**src/rtl/an_sec_decode_ctrl.sv**
```systemverilog
// Sequential single-error-correcting AN-code decoder sharing one restoring divider over residue, syndrome search and corrected-quotient phases.
// Latency: out_valid rises 3*W_WIDTH+2 edges after the accepting edge.
// Backpressure: result is held in DONE until out_ready, and no new word is accepted until the state returns to IDLE.
module an_sec_decode_ctrl #(
    parameter int A       = 665,
    parameter int W_WIDTH = 14,
    parameter int N_WIDTH = 4,
    parameter int R_WIDTH = 10
) (
    input  logic               clk,
    input  logic               rst_n,
    input  logic               in_valid,
    output logic               in_ready,
    input  logic [W_WIDTH-1:0] in_word,
    output logic               out_valid,
    input  logic               out_ready,
    output logic [N_WIDTH-1:0] out_data,
    output logic [R_WIDTH-1:0] out_syndrome,
    output logic               out_corrected,
    output logic               out_uncorrectable,
    output logic               out_overflow,
    output logic               busy
);

    localparam int CW = $clog2(W_WIDTH);
    localparam int WC = W_WIDTH + 2;
    localparam logic [CW-1:0]    CNT_LAST = CW'(W_WIDTH - 1);
    localparam logic [R_WIDTH:0] A_EXT    = (R_WIDTH + 1)'(A);

    typedef enum logic [2:0] {IDLE, DIV1, SEARCH, CORR, DIV2, DONE} state_t;

    state_t state, state_nxt;

    logic [W_WIDTH-1:0] wreg;      // captured codeword
    logic [W_WIDTH-1:0] dvd;       // dividend shift register, MSB consumed first
    logic [R_WIDTH-1:0] rem;       // running remainder (always < A)
    logic [W_WIDTH-1:0] quo;       // quotient shift register
    logic [CW-1:0]      cnt;       // bit / search index
    logic [R_WIDTH-1:0] p;         // 2^i mod A
    logic               match;
    logic               neg;       // matched syndrome was A - 2^i
    logic [CW-1:0]      idx;
    logic               fix_corr;
    logic               fix_unc;

    // One restoring-division step: shift in next dividend bit, subtract A if it fits.
    logic [R_WIDTH:0]   div_trial;
    logic               div_ge;
    logic [R_WIDTH-1:0] div_rem_nxt;
    assign div_trial   = {rem, dvd[W_WIDTH-1]};
    assign div_ge      = (div_trial >= A_EXT);
    assign div_rem_nxt = div_ge ? R_WIDTH'(div_trial - A_EXT) : div_trial[R_WIDTH-1:0];

    // Power-of-two residue walk and syndrome comparison.
    logic [R_WIDTH:0]   p2;
    logic [R_WIDTH-1:0] p_nxt;
    logic               hit_pos;
    logic               hit_neg;
    logic               syn_nz;
    assign p2      = {p, 1'b0};
    assign p_nxt   = (p2 >= A_EXT) ? R_WIDTH'(p2 - A_EXT) : p2[R_WIDTH-1:0];
    assign syn_nz  = (out_syndrome != '0);
    assign hit_pos = (out_syndrome == p);
    assign hit_neg = ({1'b0, out_syndrome} == (A_EXT - {1'b0, p}));

    // Corrected word: W - Delta, with two guard bits so underflow and overflow both show in the top bits.
    logic [WC-1:0] pow;
    logic [WC-1:0] wc_calc;
    logic          wc_ok;
    assign pow     = WC'(1) << idx;
    assign wc_calc = neg ? ({2'b00, wreg} + pow) : ({2'b00, wreg} - pow);
    assign wc_ok   = (wc_calc[WC-1:WC-2] == 2'b00);

    assign in_ready = (state == IDLE);
    assign busy     = (state != IDLE);

    // State register.
    always_ff @(posedge clk or negedge rst_n) begin
        if (!rst_n) state <= IDLE;
        else        state <= state_nxt;
    end

    // Phase sequencing.
    always_comb begin
        state_nxt = state;
        case (state)
            IDLE:    if (in_valid)                state_nxt = DIV1;
            DIV1:    if (cnt == CNT_LAST)         state_nxt = SEARCH;
            SEARCH:  if (cnt == CNT_LAST)         state_nxt = CORR;
            CORR:                                 state_nxt = DIV2;
            DIV2:    if (cnt == CNT_LAST)         state_nxt = DONE;
            DONE:    if (out_valid && out_ready)  state_nxt = IDLE;
            default:                              state_nxt = IDLE;
        endcase
    end

    // Datapath and result registers for each phase.
    always_ff @(posedge clk or negedge rst_n) begin
        if (!rst_n) begin
            wreg              <= '0;
            dvd               <= '0;
            rem               <= '0;
            quo               <= '0;
            cnt               <= '0;
            p                 <= '0;
            match             <= 1'b0;
            neg               <= 1'b0;
            idx               <= '0;
            fix_corr          <= 1'b0;
            fix_unc           <= 1'b0;
            out_valid         <= 1'b0;
            out_data          <= '0;
            out_syndrome      <= '0;
            out_corrected     <= 1'b0;
            out_uncorrectable <= 1'b0;
            out_overflow      <= 1'b0;
        end else begin
            case (state)
                IDLE: begin
                    if (in_valid) begin
                        wreg <= in_word;
                        dvd  <= in_word;
                        rem  <= '0;
                        cnt  <= '0;
                    end
                end
                DIV1: begin
                    rem <= div_rem_nxt;
                    dvd <= dvd << 1;
                    cnt <= cnt + 1'b1;
                    if (cnt == CNT_LAST) begin
                        out_syndrome <= div_rem_nxt;
                        cnt          <= '0;
                        p            <= R_WIDTH'(1);
                        match        <= 1'b0;
                        neg          <= 1'b0;
                        idx          <= '0;
                    end
                end
                SEARCH: begin
                    // First hit wins: lowest index, positive before negative.
                    if (syn_nz && !match) begin
                        if (hit_pos) begin
                            match <= 1'b1;
                            neg   <= 1'b0;
                            idx   <= cnt;
                        end else if (hit_neg) begin
                            match <= 1'b1;
                            neg   <= 1'b1;
                            idx   <= cnt;
                        end
                    end
                    p   <= p_nxt;
                    cnt <= (cnt == CNT_LAST) ? '0 : cnt + 1'b1;
                end
                CORR: begin
                    if (syn_nz && match && wc_ok) begin
                        dvd      <= wc_calc[W_WIDTH-1:0];
                        fix_corr <= 1'b1;
                        fix_unc  <= 1'b0;
                    end else begin
                        dvd      <= wreg;
                        fix_corr <= 1'b0;
                        fix_unc  <= syn_nz;
                    end
                    rem <= '0;
                    quo <= '0;
                    cnt <= '0;
                end
                DIV2: begin
                    rem <= div_rem_nxt;
                    dvd <= dvd << 1;
                    quo <= {quo[W_WIDTH-2:0], div_ge};
                    cnt <= cnt + 1'b1;
                end
                DONE: begin
                    // Publish once on entry, then hold until the consumer takes it.
                    if (!out_valid) begin
                        out_valid         <= 1'b1;
                        out_data          <= quo[N_WIDTH-1:0];
                        out_overflow      <= |quo[W_WIDTH-1:N_WIDTH];
                        out_corrected     <= fix_corr;
                        out_uncorrectable <= fix_unc;
                    end else if (out_ready) begin
                        out_valid <= 1'b0;
                    end
                end
                default: ;
            endcase
        end
    end

endmodule

```
**config.mk**
```make
export PLATFORM = sky130hd
export DESIGN_NAME = an_sec_decode_ctrl
export DESIGN_NICKNAME = d
export VERILOG_FILES = /design/src/rtl/an_sec_decode_ctrl.sv
export SDC_FILE = /design/constraint.sdc
export NUM_CORES = 1
export LEC_CHECK = 0
export CAP_MARGIN = 0
export CORE_AREA = 4 4 110 112
export CTS_BUF_LIST = sky130_fd_sc_hd__clkbuf_4
export CTS_CLUSTER_SIZE = 16
export DETAILED_ROUTE_END_ITERATION = 10
export DIE_AREA = 0 0 114 116
export GPL_TIMING_DRIVEN = 1
export HOLD_SLACK_MARGIN = 0.12
export PLACE_DENSITY = 0.76
export SLEW_MARGIN = 10
export SYNTH_ARGS = -nofsm -noshare
export SYNTH_HDL_FRONTEND = slang
export SYNTH_SLANG_ARGS = --single-unit
```
**constraint.sdc**
```tcl
create_clock -name clk -period 4.05 [get_ports clk]
set_input_delay 0.405 -clock clk [delete_from_list [all_inputs] [get_ports clk]]
set_output_delay 0.405 -clock clk [all_outputs]
set_load 0.02 [all_outputs]
```
# == Yosys cells after proc, flatten, opt, wreduce, memory -nomap -nowiden ==
# Index checks and enable logic that the tools add are counted.
# op_classes
add_sub_neg,6
magnitude_cmp,2
eq_ne,15
n_shift,1
muxes,37
n_bitwise,1
reduce_logical,24
# op_table
operator,n
14-bit one-hot mux with 3 select lines,1
10-bit 2-to-1 mux,4
10-bit one-hot mux with 3 select lines,1
14-bit 2-to-1 mux,2
14-bit one-hot mux with 2 select lines,1
4-bit 2-to-1 mux,6
11-bit by 10-bit greater-or-equal comparator with 1-bit output (second input constant),2
10-bit one-hot mux with 2 select lines,1
10-bit subtractor (second input constant),2
3-bit one-hot mux with 6 select lines,1
14-bit by 16-bit adder with 16-bit output,1
16-bit 2-to-1 mux,1
4-bit one-hot mux with 4 select lines,1
1-bit by 4-bit left shift with 16-bit output (first input constant),1
14-bit by 16-bit subtractor with 16-bit output,1
3-bit 2-to-1 mux,5
2-bit inequality test (second input constant),6
2-bit AND reduction,6
10-bit by 11-bit equality test with 1-bit output,1
10-bit by 10-bit subtractor with 11-bit output (first input constant),1
10-bit equality test,1
1-bit 2-to-1 mux,10
10-bit nonzero test,1
10-bit OR reduction,1
other kinds (19),28
# word_totals
register_bits,95
output_inout_bits,20
word_cells,104

# == Longest topological paths before layout ==
# Gate-level depths: netlist of run 1.
# logic_depth
word_depth,7
ltp_mapped,20
ltp_nobuf,17

# == Worst setup path before layout of run 1 ==
# No wires, ideal clock.
# synth_timing
kind,register -> register
startpoint,register idx[2]
endpoint,register dvd[1]
t_arrival_ns,3.965
t_required_ns,3.964
setup_slack_ns,-0.001
stages_incl_launch_ff,18
n_path_buf,2
cell_sequence,dfrtp_1 -> clkbuf_1 -> nor4_1 -> inv_1 -> ha_1 -> clkbuf_1 -> nor2_1 -> xor2_1 -> ha_1 -> nand2b_1 -> a21oi_2 -> o2111ai_2 -> a32oi_2 -> a21oi_1 -> o311a_1 -> o211ai_4 -> mux2_2 -> o221ai_2
# synth_between
elab_chain_len,7
word_cells_on_any_way,8
classes_between,add/sub (2); shift (1); mux (3); reduce/logical (2)
# synth_lines
item,line_no,rtl
"start, declared",42,logic [CW-1:0] idx;
"start signal, assigned",146,idx <= cnt;
"start signal, assigned",150,idx <= cnt;
1-bit by 4-bit left shift with 16-bit output *,70,assign pow = WC'(1) << idx;
14-bit by 16-bit subtractor with 16-bit output or 14-bit by 16-bit adder with 16-bit output (tied branches),71,"assign wc_calc = neg ? ({2'b00, wreg} + pow) : ({2'b00, wreg} - pow);"
16-bit 2-to-1 mux *,71,
2-bit logical NOT,72,assign wc_ok = (wc_calc[WC-1:WC-2] == 2'b00);
1-bit logical AND,157,if (syn_nz && match && wc_ok) begin
14-bit 2-to-1 mux *,157,
14-bit one-hot mux with 3 select lines *,118,case (state)
"end signal, assigned",122,dvd <= in_word;
"end signal, assigned",158,dvd <= wc_calc[W_WIDTH-1:0];
"end signal, assigned",162,dvd <= wreg;
"end, declared",35,logic [W_WIDTH-1:0] dvd;
# Mark *: on every way between the ends. The rest lies on a longest branch, timed or not.
# A chain may end at the register's enable or synchronous reset.

# == Worst setup path in the final report of run 1 ==
# layout_timing
startpoint,register idx[3]
endpoint,register dvd[6]
# Same word-level chain as after synthesis.

==> impl_metrics.py, run 1 <==
metrics = {
    "global_routing": {
        "track_usage_pct": 21.94,
        "grt_max_degree": 78,
        "grt_pass1_wl_mm": 23.23,
        "antenna_found_initial": 1,
        "grt_remaining_overflow": 0,
        "grt_pass1_vias": 4822,
    },
    "worst_setup_path": {
        "cp.required_ns": 4.42,
        "cpMaxStageDelayCell": "dfrtp_2",
        "critPathMaxFanout": 8,
        "crit_chain": "nor4_4, inv_1, ha_1, mux2_2, inv_1, fa_1, nand2b_4, a21oi_2, o2111ai_2, a32oi_2, a21oi_1, o311a_1, o211ai_4, buf_6, mux2i_1, o21ai_1",
        "criticalPathCategory": "reg2reg",
        "cp.arrival_ns": 4.24,
        "endpoint_kind": "flop",
        "cp-start-kind": "flop",
        "crit_top_cell": "inv_1",
        "crit_path_max_incr_delay_ns": 0.48,
    },
    "detailed_routing": {
        "drc": 0,
        "postRouteAntennaNets": 0,
        "firstDrtPassIters": 5,
        "wl_per_cell_um": 16.40,
        "viasPerCell": 5.937,
        "drt_iter0_markers": 340,
        "wl_mm": 13.78,
        "via_count": 4987,
    },
    "sta": {
        "finalCritPeriodShare_pct": 95.38,
        "worst_pin_slew_ns": 0.9757,
        "relSlewSlack_pct": 34.96,
        "fin_worst_skew_ns": 0.01454,
        "hold_ws_ns": 0.4987,
        "timing.setup.tns_ns": 0,
        "finalSetupViolations": 0,
        "post-route-min-period_ns": 3.863,
        "finalHoldViolations": 0,
        "slew_viol_final": 0,
        "fmax_mhz": 258.9,
    },
    "clock_tree": {
        "cts_buffer_depth": 2,
        "cts_made_buffers": 9,
        "clock_latency_ns": 0.49,
        "clk_pin_slew_ns": 0.16,
        "clockRootBuffer": "clkbuf_4",
        "numClockSinks": 95,
        "h-tree-depth": 3,
        "cts_tree": "yes",
    },
    "placement": {
        "port_buffers": 37,
        "dpl.hpwl_mm": 9.582,
        "finalWeightedCongestion": 0.9286,
    },
    "cells_and_area": {
        "drive_gt1_share_pct": 12.21,
        "syn_to_final_growth_pct": 13.43,
        "nets": 735,
    },
    "floorplanning": {
        "die_h_um": 116,
        "die_w_um": 114,
        "io_pins": 38,
        "dieArea_mm2": 0.01322,
        "fp-row-count": 39,
        "start_util_pct": 53.11,
        "core_area_mm2": 0.01122,
    },
    "synth": {
        "synth_top_family_by_area": "compound AO/OA/AOI/OAI gates",
        "synthSimpleGateAreaFrac_pct": 14.36,
        "yosysSeqAreaShare_pct": 39.88,
        "synth_compound_gate_area_share_pct": 21.14,
        "synth-edff-count": 0,
        "synth_top_area_cell": "dfrtp_1",
        "synth.ff_latch_count": 95,
        "synth_xor_area_share_pct": 7.200,
        "synth_fp_nets": 708,
        "synth_most_common_cell": "dfrtp_1",
        "synth-async-reset-ratio_pct": 100.0,
        "synth_top_flop_cell": "dfrtp_1",
        "synth_fa_ha_area_share_pct": 5.584,
        "syn_area_per_cell_um2": 8.977,
        "yosys-top-cells-count": "dfrtp_1 (95), nor2_1 (64), a21oi_1 (61)",
        "synth_top_cell_area_share_pct": 39.88,
        "synthMuxAreaShare_pct": 7.389,
        "synth_cell_types": 61,
        "syn-cell-area_mm2": 0.005961,
        "yosys-top-cells-area": "dfrtp_1 (40%), xnor2_1 (5.4%), ha_1 (5.2%), a21oi_1 (5.1%), mux2_2 (4.5%)",
        "syn_inst": 664,
        "ys_warn_count": 0,
    },
    "power": {
        "power_density_mw_per_mm2": 709.5,
        "p_leak_nw": 2.985,
        "ir_drop_v": 0.0003500,
        "total_power_w": 0.004797,
    },
    "outcome": {
        "status": "completed",
    },
    "run": {
        "cap_violations": 0,
    },
    "hold_path": {
        "hold_path_class": "in2reg",
    },
}
timing repair:
item,4_1_cts,5_1_grt
endpoints found under the setup margin,11,16
hold buffers,1,0
pin swaps,1,9
endpoints found under the hold margin,76,0
resized for setup,0,19
buffers inserted,1,3
stage by stage:
stage	utilization, %	area, um2	setup WS [ns]	cells
after detailed placement	57.61	6466	-0.003900	818
after CTS	59.31	6656	0.02411	836
after floorplan	-	5967	0.008490	664
after global routing	60.25	6761	-0.06118	840
final	60.25	6761	0.1873	840
after global placement	57.61	6466	0.1430	818
cells by family after synthesis:
group	Yosys count
DFF	95
muxes	41
and+or+nand+nor	187
adders and majority gates	26
AOI/OAI and AO/OA	200
buffers and inverters	66
xor gates and xnor gates	49
worst max-delay path: cells and delay by family (launching register included):
| kind | cells | cell delay, ns |
|---|---|---|
| flip-flops | 1 | 0.48 |
| buffers and inverters | 3 | 0.31 |
| multiplexers | 2 | 0.35 |
| adder cells (fa/ha/maj) | 2 | 0.70 |
| AND/OR/NAND/NOR | 2 | 0.48 |
| AO/OA/AOI/OAI | 7 | 1.42 |
sequential cells by signal, summed over array words and instances, names as in the netlist, 10 cells and up:
signal,flops
dvd,14
out_syndrome,10
p,10
quo,14
rem,10
wreg,14
routing by layer:
metal / part of all wire, % / routed length, um / track usage, % / vias up
li1: - / - / - / 2427
met1: 46 / 6368 / 28.98 / 2436
met2: 48 / 6578 / 35.44 / 101
met3: 3.6 / 492 / 3.655 / 23
met4: 2.5 / 338 / 10.29 / 0
met5: 0 / 0 / 0 / -
cell usage in the layout (no fill, tap or decap), drive strengths merged, types with 3 or more instances in the layout:
master | synthesis | routed
inv | 23 | 25
clkdlybuf4s50 | 0 | 36
and3 | 3 | 3
nor3 | 7 | 7
xor2 | 12 | 12
nand2 | 50 | 50
a21o | 6 | 6
o21ai | 59 | 59
a211oi | 4 | 4
xnor2 | 37 | 37
a21oi | 62 | 62
nand3 | 24 | 24
a22o | 6 | 6
nor4 | 8 | 8
mux2 | 24 | 24
nand4 | 4 | 4
dfrtp | 95 | 95
nor2b | 6 | 6
nor2 | 64 | 64
a22oi | 15 | 15
a31oi | 4 | 4
or3 | 3 | 3
clkbuf | 38 | 9
buf | 5 | 22
mux2i | 17 | 17
nand2b | 9 | 9
o22ai | 17 | 17
ha | 25 | 25
layout make-up:
| cell class | count | area [um2] |
|---|---|---|
| Multi-Input combinational cell | 503 | 3397 |
| Clock buffer | 9 | 67.56 |
| Antenna cell | 1 | 2.502 |
| Fill cell | 1002 | 4462 |
| Tap cell | 143 | 178.9 |
| Timing Repair Buffer | 59 | 543.0 |
| Inverter | 23 | 86.33 |
| Sequential cell | 95 | 2381 |
| Clock inverter | 7 | 105.1 |
power breakdown:
| group | internal, W | leakage (nW) | total (W) | switching [W] |
|---|---|---|---|---|
| Sequential | 0.00125 | 1.24 | 0.00158 | 0.000334 |
| Combinational | 0.00118 | 1.66 | 0.00260 | 0.00141 |
| Clock | 0.000259 | 0.0886 | 0.000616 | 0.000357 |
| Total | 0.00269 | 2.99 | 0.00480 | 0.00210 |
worst paths after layout:
path | cells past startpoint | end | slack (ns) | startpoint
max in group asynchronous | 3 | rem[2]$_DFFE_PN0P_ | 2.60 | rst_n
max | 16 | dvd[6]$_DFFE_PN0P_ | 0.19 | idx[3]$_DFFE_PN0P_
min reg2reg | 2 | fix_corr$_DFFE_PN0P_ | 0.51 | fix_corr$_DFFE_PN0P_
min in group asynchronous | 2 | p[3]$_DFFE_PN0P_ | 0.59 | rst_n
min | 3 | wreg[1]$_DFFE_PN0P_ | 0.50 | in_word[1]
max reg2reg | 16 | dvd[6]$_DFFE_PN0P_ | 0.19 | idx[3]$_DFFE_PN0P_
(Power assumes the default switching activity.)
==> inputs of run 2 (changes only) <==
--- a/config.mk
+++ b/config.mk
@@ -14,7 +14,7 @@
 export GPL_TIMING_DRIVEN = 1
 export HOLD_SLACK_MARGIN = 0.12
 export PLACE_DENSITY = 0.76
-export SLEW_MARGIN = 10
+export SKIP_LAST_GASP = 1
 export SYNTH_ARGS = -nofsm -noshare
 export SYNTH_HDL_FRONTEND = slang
 export SYNTH_SLANG_ARGS = --single-unit
==> results of run 2 <==
Same layout as run 1: the final DEF is identical, and so are final timing and power.
